[src/rtl/axi_lite_cfg_slave_pkg.sv]
// Shared constants for the AXI-Lite configuration slave: datapath width,
// register byte offsets and AXI response codes.
package axi_lite_cfg_slave_pkg;

  localparam int CFG_DATA_WIDTH = 16;

  localparam int unsigned OFF_WEIGHT   = 32'h00;
  localparam int unsigned OFF_BIAS     = 32'h04;
  localparam int unsigned OFF_RESULT   = 32'h08;
  localparam int unsigned OFF_LAYER    = 32'h0C;
  localparam int unsigned OFF_NEURON   = 32'h10;
  localparam int unsigned OFF_STATUS   = 32'h14;
  localparam int unsigned OFF_RESERVED = 32'h18;
  localparam int unsigned OFF_SOFT_RST = 32'h1C;

  typedef enum logic [1:0] {
    RESP_OKAY   = 2'b00,
    RESP_EXOKAY = 2'b01,
    RESP_SLVERR = 2'b10,
    RESP_DECERR = 2'b11
  } axi_resp_e;

endpackage

[src/rtl/axi_lite_cfg_slave.sv]
// AXI-Lite register slave that configures a neuron network: weight/bias write
// pulses, layer/neuron selectors, soft reset and an interrupting result register.
module axi_lite_cfg_slave
  import axi_lite_cfg_slave_pkg::*;
#(
  parameter int C_S_AXI_DATA_WIDTH = 32,
  parameter int C_S_AXI_ADDR_WIDTH = 5,
  parameter int DATA_WIDTH         = CFG_DATA_WIDTH
) (
  input  logic                            clk,
  input  logic                            reset_n,
  input  logic [C_S_AXI_ADDR_WIDTH-1:0]   s_axi_awaddr,
  input  logic [2:0]                      s_axi_awprot,
  input  logic                            s_axi_awvalid,
  output logic                            s_axi_awready,
  input  logic [C_S_AXI_DATA_WIDTH-1:0]   s_axi_wdata,
  input  logic [C_S_AXI_DATA_WIDTH/8-1:0] s_axi_wstrb,
  input  logic                            s_axi_wvalid,
  output logic                            s_axi_wready,
  output logic [1:0]                      s_axi_bresp,
  output logic                            s_axi_bvalid,
  input  logic                            s_axi_bready,
  input  logic [C_S_AXI_ADDR_WIDTH-1:0]   s_axi_araddr,
  input  logic [2:0]                      s_axi_arprot,
  input  logic                            s_axi_arvalid,
  output logic                            s_axi_arready,
  output logic [C_S_AXI_DATA_WIDTH-1:0]   s_axi_rdata,
  output logic [1:0]                      s_axi_rresp,
  output logic                            s_axi_rvalid,
  input  logic                            s_axi_rready,
  output logic                            weight_wr_en,
  output logic [DATA_WIDTH-1:0]           weight_wr_data,
  output logic                            bias_wr_en,
  output logic [DATA_WIDTH-1:0]           bias_wr_data,
  output logic [31:0]                     layer_id,
  output logic [31:0]                     neuron_id,
  output logic                            soft_reset,
  input  logic [DATA_WIDTH-1:0]           result_in,
  input  logic                            result_valid,
  output logic                            intr
);

  localparam int AXI_DW = C_S_AXI_DATA_WIDTH;
  localparam int IDX_W  = C_S_AXI_ADDR_WIDTH - 2;
  localparam int STRB_W = C_S_AXI_DATA_WIDTH / 8;

  localparam logic [IDX_W-1:0] IDX_WEIGHT   = IDX_W'(OFF_WEIGHT >> 2);
  localparam logic [IDX_W-1:0] IDX_BIAS     = IDX_W'(OFF_BIAS >> 2);
  localparam logic [IDX_W-1:0] IDX_RESULT   = IDX_W'(OFF_RESULT >> 2);
  localparam logic [IDX_W-1:0] IDX_LAYER    = IDX_W'(OFF_LAYER >> 2);
  localparam logic [IDX_W-1:0] IDX_NEURON   = IDX_W'(OFF_NEURON >> 2);
  localparam logic [IDX_W-1:0] IDX_STATUS   = IDX_W'(OFF_STATUS >> 2);
  localparam logic [IDX_W-1:0] IDX_SOFT_RST = IDX_W'(OFF_SOFT_RST >> 2);

  logic                  aw_ready_reg, b_valid_reg, ar_ready_reg, r_valid_reg;
  logic [AXI_DW-1:0]     r_data_reg, layer_reg, neuron_reg;
  logic [AXI_DW-1:0]     layer_next, neuron_next, rd_mux;
  logic [DATA_WIDTH-1:0] result_reg, weight_data_reg, bias_data_reg;
  logic                  weight_en_reg, bias_en_reg, soft_reset_reg, intr_reg;
  logic                  wr_fire, rd_fire;
  logic [IDX_W-1:0]      wr_idx, rd_idx;
  logic                  unused_bits;

  assign wr_idx  = s_axi_awaddr[C_S_AXI_ADDR_WIDTH-1:2];
  assign rd_idx  = s_axi_araddr[C_S_AXI_ADDR_WIDTH-1:2];
  assign wr_fire = aw_ready_reg && s_axi_awvalid && s_axi_wvalid;
  assign rd_fire = ar_ready_reg && s_axi_arvalid;

  genvar gi;
  generate
    for (gi = 0; gi < STRB_W; gi++) begin : g_lane
      assign layer_next[gi*8 +: 8]  = s_axi_wstrb[gi] ? s_axi_wdata[gi*8 +: 8] : layer_reg[gi*8 +: 8];
      assign neuron_next[gi*8 +: 8] = s_axi_wstrb[gi] ? s_axi_wdata[gi*8 +: 8] : neuron_reg[gi*8 +: 8];
    end
  endgenerate

  always_comb begin
    rd_mux = '0;
    case (rd_idx)
      IDX_RESULT:   rd_mux = AXI_DW'(result_reg);
      IDX_LAYER:    rd_mux = layer_reg;
      IDX_NEURON:   rd_mux = neuron_reg;
      IDX_STATUS:   rd_mux[1:0] = {soft_reset_reg, intr_reg};
      IDX_SOFT_RST: rd_mux[0] = soft_reset_reg;
      default:      rd_mux = '0;
    endcase
  end

  // Write channel: AW and W are only ever taken together, one at a time.
  always_ff @(posedge clk or negedge reset_n) begin
    if (!reset_n) begin
      aw_ready_reg    <= 1'b0;
      b_valid_reg     <= 1'b0;
      layer_reg       <= '0;
      neuron_reg      <= '0;
      soft_reset_reg  <= 1'b1;
      weight_en_reg   <= 1'b0;
      bias_en_reg     <= 1'b0;
      weight_data_reg <= '0;
      bias_data_reg   <= '0;
    end else begin
      aw_ready_reg  <= !aw_ready_reg && s_axi_awvalid && s_axi_wvalid && !b_valid_reg;
      weight_en_reg <= wr_fire && (wr_idx == IDX_WEIGHT);
      bias_en_reg   <= wr_fire && (wr_idx == IDX_BIAS);
      if (wr_fire) begin
        b_valid_reg <= 1'b1;
        case (wr_idx)
          IDX_WEIGHT:   weight_data_reg <= s_axi_wdata[DATA_WIDTH-1:0];
          IDX_BIAS:     bias_data_reg   <= s_axi_wdata[DATA_WIDTH-1:0];
          IDX_LAYER:    layer_reg       <= layer_next;
          IDX_NEURON:   neuron_reg      <= neuron_next;
          IDX_SOFT_RST: if (s_axi_wstrb[0]) soft_reset_reg <= s_axi_wdata[0];
          default:      ;
        endcase
      end else if (s_axi_bready) begin
        b_valid_reg <= 1'b0;
      end
    end
  end

  // Read channel and result capture; rdata samples the pre-edge register values.
  always_ff @(posedge clk or negedge reset_n) begin
    if (!reset_n) begin
      ar_ready_reg <= 1'b0;
      r_valid_reg  <= 1'b0;
      r_data_reg   <= '0;
      result_reg   <= '0;
      intr_reg     <= 1'b0;
    end else begin
      ar_ready_reg <= !ar_ready_reg && s_axi_arvalid && !r_valid_reg;
      if (rd_fire) begin
        r_valid_reg <= 1'b1;
        r_data_reg  <= rd_mux;
      end else if (s_axi_rready) begin
        r_valid_reg <= 1'b0;
      end
      if (result_valid) begin
        result_reg <= result_in;
        intr_reg   <= 1'b1;
      end else if (rd_fire && (rd_idx == IDX_RESULT)) begin
        intr_reg <= 1'b0;
      end
    end
  end

  assign s_axi_awready  = aw_ready_reg;
  assign s_axi_wready   = aw_ready_reg;
  assign s_axi_bvalid   = b_valid_reg;
  assign s_axi_bresp    = RESP_OKAY;
  assign s_axi_arready  = ar_ready_reg;
  assign s_axi_rvalid   = r_valid_reg;
  assign s_axi_rdata    = r_data_reg;
  assign s_axi_rresp    = RESP_OKAY;
  assign weight_wr_en   = weight_en_reg;
  assign weight_wr_data = weight_data_reg;
  assign bias_wr_en     = bias_en_reg;
  assign bias_wr_data   = bias_data_reg;
  assign layer_id       = layer_reg[31:0];
  assign neuron_id      = neuron_reg[31:0];
  assign soft_reset     = soft_reset_reg;
  assign intr           = intr_reg;

  assign unused_bits = ^{s_axi_awprot, s_axi_arprot, s_axi_awaddr[1:0], s_axi_araddr[1:0]};

endmodule

[config.mk]
export PLATFORM = sky130hd
export DESIGN_NAME = axi_lite_cfg_slave
export DESIGN_NICKNAME = d
export VERILOG_FILES = /design/src/rtl/axi_lite_cfg_slave_pkg.sv /design/src/rtl/axi_lite_cfg_slave.sv
export SDC_FILE = /design/constraint.sdc
export NUM_CORES = 1
export LEC_CHECK = 0
export CORE_ASPECT_RATIO = 1.5
export CORE_MARGIN = 1.5
export CORE_UTILIZATION = 49
export CTS_CLUSTER_DIAMETER = 50
export DETAILED_ROUTE_END_ITERATION = 6
export PLACE_DENSITY = 0.86
export SETUP_SLACK_MARGIN = 0.3
export SYNTH_ARGS = -nofsm -noshare
export SYNTH_HDL_FRONTEND = slang
export SYNTH_SLANG_ARGS = --single-unit
[constraint.sdc]
create_clock -name clk -period 3.2 [get_ports clk]
set_input_delay 0.64 -clock clk [delete_from_list [all_inputs] [get_ports clk]]
set_output_delay 0.64 -clock clk [all_outputs]
set_load 0.005 [all_outputs]
==> results.json, run 1 <==
{
  "status": "complete, no violations",
  "rsz0062_at_grt": "false",
  "clockBufferDepth": 2,
  "drv_cap": 0,
  "first_pass_iters": 4,
  "crit-reg2reg-launch": "s_axi_awready$_DFF_PN0_",
  "max_stage_delay_ns": 0.52,
  "top_level_ports": 217,
  "cts_buffers": 17,
  "grt_usage": 0.270,
  "initial_utilization": 0.500,
  "leakage_nw": 4.02,
  "setup_viol": 0,
  "drive_gt1_frac": 0.245,
  "endpoint_kind": "register",
  "place_area_um2": 8390,
  "yosysSeqAreaShare": 0.612,
  "reg2reg_depth": 3,
  "place_congestion": 0.795,
  "via_per_inst": 5.49,
  "ys_seq_elements": 152,
  "fmax_ghz": 0.461,
  "grt_max_degree": 83,
  "path_clk_slew_ns": 0.06,
  "area_delta_synth_final_pct": 45.6,
  "clock_sinks": 152,
  "row_count": 50,
  "grt_first_pass_wirelength_mm": 26.7,
  "cts_tree": "yes",
  "cts_root_buf": "clkbuf_16",
  "cp.required_ns": 3.50,
  "insertion_delay_ns": 0.42,
  "grt_pass1_vias": 4948,
  "fin_skew_ns": 0.00980,
  "wl_per_cell_um": 20.6,
  "postLayoutCellArea_um2": 9060,
  "post-cts-setup-buffer-count": 0,
  "final_cells": 839,
  "cts_hold_buf": 0,
  "max_slew.worst_pin.slew_ns": 0.910,
  "crit_path_cell_trace": "clkdlybuf4s50_1 > and3_1 > nand3_2 > mux2_2",
  "fp.dieH_um": 141,
  "regToRegSetupSlack_ns": 1.35,
  "dpl.hpwl_mm": 11.9,
  "syn-mean-instance-area_um2": 13.5,
  "whs_ns": 0.250,
  "n_fill_cell": 825,
  "vias": 4607,
  "antenna_found_initial": 0,
  "wl_mm": 17.3,
  "ys_warn_count": 0,
  "hold_violations": 0,
  "period_needed_ns": 2.17,
  "ir_drop_mv": 0.452,
  "maxSlewViolCount": 0,
  "syn_inst": 462,
  "maxSlewHeadroom": 0.391,
  "fin_crit_sh": 0.677,
  "drtIter0Drc": 171,
  "ys_types": 38,
  "placed_cells": 807,
  "holdCritPathClass": "input port to async pin",
  "antenna_left": 0,
  "io_buffer_count": 202,
  "cts_resized": 0,
  "htreeDepth": 4,
  "diodes": 0,
  "grt_overflow_total": 0,
  "crit_type": "input port to register",
  "cp_max_fo": 17,
  "coreArea_um2": 12400,
  "worst_ep_arrival_time_ns": 2.47,
  "dieArea_um2": 13400,
  "p_per_area_nw_per_um2": 565,
  "worst_r2r_endpoint": "bias_wr_data[10]$_DFFE_PN0P_",
  "start_kind": "input port",
  "drc_errors": 0,
  "fin_tns_setup_ns": 0,
  "fin_nets": 746,
  "critical_path.slowest_cell": "nand3_2",
  "syn-cell-area_um2": 6220,
  "die_width_um": 95
}
-- cell usage after synthesis, drive strengths merged --
cell / number / area share
a21oi: 15 / 0.012
a22oi: 16 / 0.019
and3: 1 / 0.0010
nand2b: 4 / 0.0040
buf: 16 / 0.018
nand3b: 1 / 0.0018
nand3: 3 / 0.0032
dfrtp: 151 / 0.61
clkbuf: 9 / 0.0056
o22a: 1 / 0.0014
o2bb2ai: 1 / 0.0014
o21bai: 1 / 0.0012
conb: 1 / 0.00060
nor4: 1 / 0.0034
nor3b: 1 / 0.0012
inv: 5 / 0.0030
a2111oi: 1 / 0.0014
and2: 1 / 0.0010
o21ai: 33 / 0.027
nor3: 1 / 0.00080
o31ai: 1 / 0.0012
mux2i: 15 / 0.024
mux2: 113 / 0.20
nor2: 27 / 0.024
a21o: 1 / 0.0012
dfstp: 1 / 0.0042
a21boi: 1 / 0.0012
nand2: 39 / 0.024
a211oi: 1 / 0.0012
-- area by class of cell --
type                       count  area (um2)  area share
sequential                   152        3800       0.420
clock inverter                11         219      0.0242
clock buffer                  21         450      0.0497
tap                          156         195      0.0215
inverter                       5        18.8     0.00207
timing repair buffer         211        2100       0.232
multi-input combinational    283        2270       0.250
-- through the flow --
stage	utilization	total power [mW]	worst slack, ns
2_1_floorplan	-	2.41	1.33
3_3_place_gp	0.674	2.85	0.645
3_5_place_dp	0.674	2.88	0.581
4_1_cts	0.728	5.15	1.00
5_1_grt	0.728	5.28	0.921
6_report	0.728	5.12	1.03
-- placed cells by master, fill, tap and decap left out, drive strengths merged, types with 3 or more instances in the layout --
cell type,Yosys,routed
nand3,3,3
mux2,113,113
mux2i,15,15
buf,16,10
conb,1,4
clkbuf,9,21
nand2,39,39
a21oi,15,15
nand2b,4,4
dfrtp,151,151
nor2,27,27
bufinv,0,6
a22oi,16,16
clkinv,0,3
clkdlybuf4s50,0,201
inv,5,6
o21ai,33,33
-- per-layer routing --
layer | up-vias | global-route usage | part of all wire
met4 | 0 | 0.147 | 0.046
met5 | - | 0 | 0
met3 | 54 | 0.0658 | 0.056
li1 | 2030 | - | -
met1 | 2343 | 0.302 | 0.37
met2 | 180 | 0.462 | 0.53
-- worst max-delay path by stage --
stage | startpoint | endpoint | slack, ns | cells past startpoint
floorplan | s_axi_awaddr[2] | weight_wr_data[10]$_DFFE_PN0P_ | 1.33 | 4
global placement | s_axi_awvalid | bias_wr_data[6]$_DFFE_PN0P_ | 0.65 | 4
detailed placement | s_axi_awvalid | bias_wr_data[10]$_DFFE_PN0P_ | 0.58 | 4
CTS | s_axi_araddr[3] | s_axi_rdata[24]$_DFFE_PN0P_ | 1.00 | 6
global route | s_axi_araddr[3] | s_axi_rdata[24]$_DFFE_PN0P_ | 0.92 | 6
finish | s_axi_awvalid | bias_wr_data[10]$_DFFE_PN0P_ | 1.03 | 4
-- report_power, final --
group,switching (mW),internal (mW)
registers,0.101,2.07
logic,0.252,0.418
clock network,0.785,1.49
total,1.14,3.98
-- cell families (layout without fill, tap and decap cells) --
| family | Yosys count | after routing | synth area share |
|---|---|---|---|
| AO/OA/AOI/OAI | 72 | 72 | 0.0682 |
| buffers and inverters | 30 | 248 | 0.0265 |
| flip-flops | 152 | 152 | 0.612 |
| multiplexers | 128 | 128 | 0.229 |
| other | 1 | 4 | 0.000603 |
| AND/OR/NAND/NOR | 79 | 79 | 0.0644 |
-- critical path, delay by kind of cell --
family                 cells  cell delay (ns)
AND/OR/NAND/NOR            2             0.83
buffers and inverters      1             0.51
multiplexers               1             0.48
Power figures use the tool's default switching activity.
==> run 2: changes to the inputs <==
- CORE_UTILIZATION: 49 -> 41
- PLACE_DENSITY: 0.86 -> 0.77
- clock period: 3.2 -> 1.98 ns (I/O delays scaled with it)
==> run 2 against run 1 <==
Flip-flop and latch count stayed put. Cell count rose by 12%. Core utilization down 8.1 points. Largest power group is now registers. Clock power rose by 47%. Critical endpoint is now neuron_id[24]$_DFFE_PN0P_. Clock skew rose by 0.0012 ns. Largest cell class unchanged.
==> results.json, run 2 (synthesized netlist as in run 1, its figures left out) <==
{
  "grt_max_degree": 52,
  "worst_ep_arrival_time_ns": 1.95,
  "p_sw_frac": 0.239,
  "coreArea_um2": 14900,
  "drc_errors": 0,
  "hold_end": "s_axi_rdata[28]$_DFFE_PN0P_",
  "antenna_found_initial": 0,
  "max_stage_delay_ns": 0.54,
  "reg2reg_depth": 5,
  "intPower_mw": 6.03,
  "holdCritPathClass": "register to register",
  "cp_max_fo": 8,
  "fin_skew_ns": 0.0110,
  "crit-reg2reg-launch": "s_axi_awready$_DFF_PN0_",
  "fin_nets": 806,
  "place_ws_ns": -0.255,
  "io_buffer_count": 202,
  "first_pass_iters": 4,
  "postLayoutCellArea_um2": 9660,
  "cts_root_buf": "clkbuf_16",
  "crit_type": "input port to register",
  "clock_sinks": 152,
  "htreeDepth": 4,
  "path_buf_inv": 2,
  "grt_first_pass_wirelength_mm": 28.2,
  "min_path_cells": 2,
  "die_width_um": 104,
  "start_kind": "input port",
  "vias": 4800,
  "maxSlewHeadroom": 0.665,
  "cp.required_ns": 2.27,
  "share_seq_of_total_power": 0.441,
  "rsz0062_at_grt": "true",
  "status": "complete, no violations",
  "clockBufferDepth": 2,
  "wl_per_cell_um": 19.0,
  "worst_r2r_endpoint": "weight_wr_data[5]$_DFFE_PN0P_",
  "p_switching_mw": 1.89,
  "wl_mm": 17.9,
  "place_area_um2": 8750,
  "grt_overflow_total": 0,
  "grt_pass1_vias": 5286,
  "final_cell_mix": "151 x dfrtp_1, 112 x mux2_2, 100 x dlygate4sd2_1",
  "endpoint_kind": "register",
  "max_slew.worst_pin.slew_ns": 0.502,
  "p_comb_frac": 0.139,
  "drtIter0Drc": 201,
  "critical_path.slowest_cell": "clkdlybuf4s50_1",
  "maxSlewViolCount": 0,
  "leakage_nw": 5.38,
  "worstHoldStart": "s_axi_rdata[28]$_DFFE_PN0P_",
  "cp_top_family": "buffers and inverters",
  "path_clk_slew_ns": 0.06,
  "area_delta_synth_final_pct": 55.3,
  "setup_viol": 0,
  "fp.dieH_um": 154,
  "final_common_cell": "dfrtp_1",
  "drv_cap": 0,
  "fmax_ghz": 0.603,
  "top_level_ports": 217,
  "p_per_area_nw_per_um2": 820,
  "place_congestion": 0.778,
  "regToRegSetupSlack_ns": 0.42,
  "fin_crit_sh": 0.837,
  "initial_utilization": 0.417,
  "ir_drop_mv": 0.486,
  "whs_ns": 0.474,
  "insertion_delay_ns": 0.42,
  "finalWorstSetupSlack_ns": 0.323,
  "antenna_left": 0,
  "cts_tree": "yes",
  "crit_path_cell_trace": "clkdlybuf4s50_1 > nor2_1 > nand2_2 > nor2_2 > buf_12 > mux2_2",
  "cts_buffers": 17,
  "drive_gt1_frac": 0.311,
  "dpl.hpwl_mm": 12.3,
  "period_needed_ns": 1.66,
  "p_clk_frac": 0.421,
  "dieArea_um2": 15900,
  "hold_violations": 0,
  "row_count": 55,
  "grt_usage": 0.229,
  "via_per_inst": 5.10
}
-- run 2: worst max-delay path by stage --
| stage | start | end | slack (ns) | cells past startpoint |
|---|---|---|---|---|
| 6_report | s_axi_awaddr[3] | neuron_id[24]$_DFFE_PN0P_ | 0.32 | 6 |
| 5_1_grt | s_axi_awaddr[3] | neuron_id[24]$_DFFE_PN0P_ | 0.30 | 6 |
| 4_1_cts | bias_wr_data[11]$_DFFE_PN0P_ | bias_wr_data[11] | 0.30 | 1 |
| 3_5_place_dp | s_axi_awvalid | neuron_id[21]$_DFFE_PN0P_ | -0.26 | 5 |
| 3_3_place_gp | s_axi_awvalid | neuron_id[23]$_DFFE_PN0P_ | -0.21 | 5 |
| 2_1_floorplan | s_axi_awaddr[2] | weight_wr_data[10]$_DFFE_PN0P_ | 0.35 | 4 |
-- run 2: timing repair --
| item | CTS | global route |
|---|---|---|
| endpoints found under the setup margin | 151 | 63 |
| pin swaps | 2 | 0 |
| hold buffers | 1 | 0 |
| resized for setup | 103 | 38 |
| endpoints found under the hold margin | 47 | 0 |
| gates cloned | 0 | 0 |
| buffers inserted | 33 | 6 |
-- run 2: stage by stage --
stage,utilization,std cells,TNS (ns),power [mW]
global route,0.647,941,0,8.25
detailed placement,0.586,870,-11.57,4.68
CTS,0.637,935,0,7.99
global placement,0.586,870,-8.64,4.64
finish,0.647,942,0,7.92
floorplan,-,465,0,3.89
-- run 2: worst reg2reg max path, cell delays in order, from the launching register on --
cell and delay, ns:
dfrtp_1 0.39, buf_4 0.13, nand3_1 0.14, nor4_4 0.22, buf_12 0.20, mux2_2 0.36
-- run 2: cell type report --
class / instances / area, um2
clock inverters: 13 / 171
fillers: 1171 / 5270
inverters: 5 / 18.8
multi-input cells: 283 / 2290
diodes: 1 / 2.50
clock buffers: 18 / 439
well taps: 199 / 249
flip-flops and latches: 152 / 3800
repair buffers: 271 / 2680
-- run 2: power by group through the flow --
stage          Sequential, mW  Combinational, mW  Clock [mW]
2_1_floorplan            3.56              0.334           0
3_3_place_gp             3.55               1.09           0
3_5_place_dp             3.57               1.12           0
4_1_cts                  3.49               1.11        3.39
5_1_grt                  3.52               1.19        3.54
6_report                 3.49               1.10        3.33
-- run 2: metal layers --
layer | track usage | vias to the layer above | wire (um)
li1 | - | 2160 | -
met5 | 0 | - | 0
met2 | 0.428 | 164 | 10000
met3 | 0.0572 | 31 | 745
met1 | 0.244 | 2445 | 6640
met4 | 0.0966 | 0 | 521
==> run 3: changes to the inputs <==
- CORE_UTILIZATION: 41 -> 45
- PLACE_DENSITY: 0.77 -> 0.8
- clock period: 1.98 -> 1.7 ns (I/O delays scaled with it)
==> run 3 against run 2 <==
Routed wire length up 15%. Clock skew down 0.0026 ns. The flow now finishes with violations (design-rule violations). Largest cell class unchanged. Highest routed layer unchanged. First-iteration DRC count up 50%. Register-to-register slack worse by 0.32 ns. Critical endpoint is now neuron_id[3]$_DFFE_PN0P_. Critical path type is now register to register. Sequential share of layout area down 3.5 points. Sequential power up 17%. Flip-flop and latch count unchanged.
==> results.json, run 3 (synthesized netlist as in run 1, its figures left out) <==
{
  "crit-reg2reg-launch": "s_axi_awready$_DFF_PN0_",
  "path_clk_slew_ns": 0.07,
  "grt_max_degree": 50,
  "violations": "design-rule violations",
  "grt_usage": 0.278,
  "wl_mm": 20.6,
  "whs_ns": 0.437,
  "placed_cells": 840,
  "htreeDepth": 4,
  "crit_path_cell_trace": "and3_4 > buf_12 > nand2_8 > nor2_4 > buf_12 > mux2_4",
  "cts_root_buf": "clkbuf_16",
  "rsz0062_at_grt": "true",
  "vias": 5243,
  "place_congestion": 0.874,
  "area_delta_synth_final_pct": 70.6,
  "fin_crit_sh": 0.942,
  "total_power_mw": 9.46,
  "grt_overflow_total": 0,
  "p_switching_mw": 2.36,
  "clockBufferDepth": 2,
  "io_buffer_count": 202,
  "period_needed_ns": 1.60,
  "grt_pass1_vias": 5537,
  "coreArea_um2": 13500,
  "setup_viol": 0,
  "final_cells": 974,
  "hold_violations": 0,
  "cpMostUsedCell": "buf_12",
  "n_fill_cell": 748,
  "antenna_found_initial": 0,
  "clock_sinks": 152,
  "startpoint": "s_axi_awready$_DFF_PN0_",
  "fin_tns_setup_ns": 0,
  "top_level_ports": 217,
  "p_per_area_nw_per_um2": 891,
  "cp.required_ns": 1.99,
  "antenna_left": 0,
  "fp.dieH_um": 147,
  "cts_buffers": 17,
  "endpoint_kind": "register",
  "drc_errors": 14,
  "holdCritPathClass": "input port to async pin",
  "insertion_delay_ns": 0.41,
  "via_per_inst": 5.38,
  "cp_max_fo": 8,
  "die_width_um": 99,
  "diodes": 0,
  "p_comb_frac": 0.171,
  "dpl.hpwl_mm": 12.9,
  "status": "finished with violations",
  "final_cell_mix": "151 x dfrtp_1, 109 x clkdlybuf4s15_1, 104 x buf_4",
  "grt_first_pass_wirelength_mm": 30.8,
  "fin_skew_ns": 0.00833,
  "path_buf_inv": 2,
  "max_stage_delay_ns": 0.42,
  "final_common_cell": "dfrtp_1",
  "maxSlewViolCount": 0,
  "critical_path.slowest_cell": "dfrtp_1",
  "wl_per_cell_um": 21.1,
  "first_pass_iters": 7,
  "dieArea_um2": 14600,
  "cp_top_family": "simple AND/OR/NAND/NOR gates",
  "drtIter0Drc": 301,
  "cts_tree": "yes",
  "final_core_util": 0.788,
  "drive_gt1_frac": 0.416,
  "intPower_mw": 7.10,
  "share_seq_of_total_power": 0.432,
  "initial_utilization": 0.462,
  "p_sw_frac": 0.249,
  "fmax_ghz": 0.624,
  "row_count": 52,
  "fin_nets": 876,
  "start_kind": "register",
  "worst_ep_arrival_time_ns": 1.89,
  "drv_cap": 0,
  "crit_type": "register to register",
  "p_clk_frac": 0.398,
  "ir_drop_mv": 0.735,
  "leakage_nw": 5.05
}
## run 3: timing repair
action,in CTS,in global routing
cloned,2,3
buffers inserted,73,24
hold buffers,1,0
gates resized for setup,301,82
pin swaps,10,4
hold endpoints to repair,43,0
setup endpoints to repair,252,191
## run 3: worst paths after layout
check                                                 end  depth (start not counted)  slack, ns
setup / recovery                 neuron_id[3]$_DFFE_PN0P_                          6        0.1
hold / removal             weight_wr_data[14]$_DFFE_PN0P_                          2       0.44
setup reg to reg                 neuron_id[3]$_DFFE_PN0P_                          6        0.1
hold reg to reg                s_axi_rdata[3]$_DFFE_PN0P_                          2       0.48
max in group asynchronous       neuron_id[19]$_DFFE_PN0P_                          3       0.64
min in group clk                  s_axi_awready$_DFF_PN0_                          4       0.46
## run 3: cell type report
type / count / area, um2 / area share
multi-input cells: 283 / 2720 / 0.257
clock buffers: 19 / 443 / 0.0417
well taps: 162 / 203 / 0.0191
flip-flops and latches: 152 / 3800 / 0.359
repair buffers: 341 / 3280 / 0.309
inverters: 5 / 18.8 / 0.00177
clock inverters: 12 / 143 / 0.0134
## run 3: through the flow
step / setup slack (ns) / area [um2]
after detailed placement: -0.402 / 8970
after CTS: 0.114 / 10400
final: 0.0979 / 10600
after global routing: 0.0641 / 10600
after global placement: -0.359 / 8970
after floorplan: 0.186 / 6480
## run 3: power groups by stage
stage                     Combinational, mW  Sequential, mW  Clock (mW)
after floorplan                       0.449            4.15           0
after global placement                 1.34            4.15           0
after detailed placement               1.39            4.17           0
after CTS                              1.53            4.07        3.78
after global routing                   1.71            4.11        3.98
final                                  1.61            4.08        3.76
## run 3: per-layer routing
metal | wire, um | track usage | vias to the layer above
li1 | - | - | 2294
met1 | 7750 | 0.314 | 2695
met2 | 11200 | 0.502 | 211
met3 | 885 | 0.0576 | 43
met4 | 745 | 0.119 | 0
met5 | 0 | 0 | -
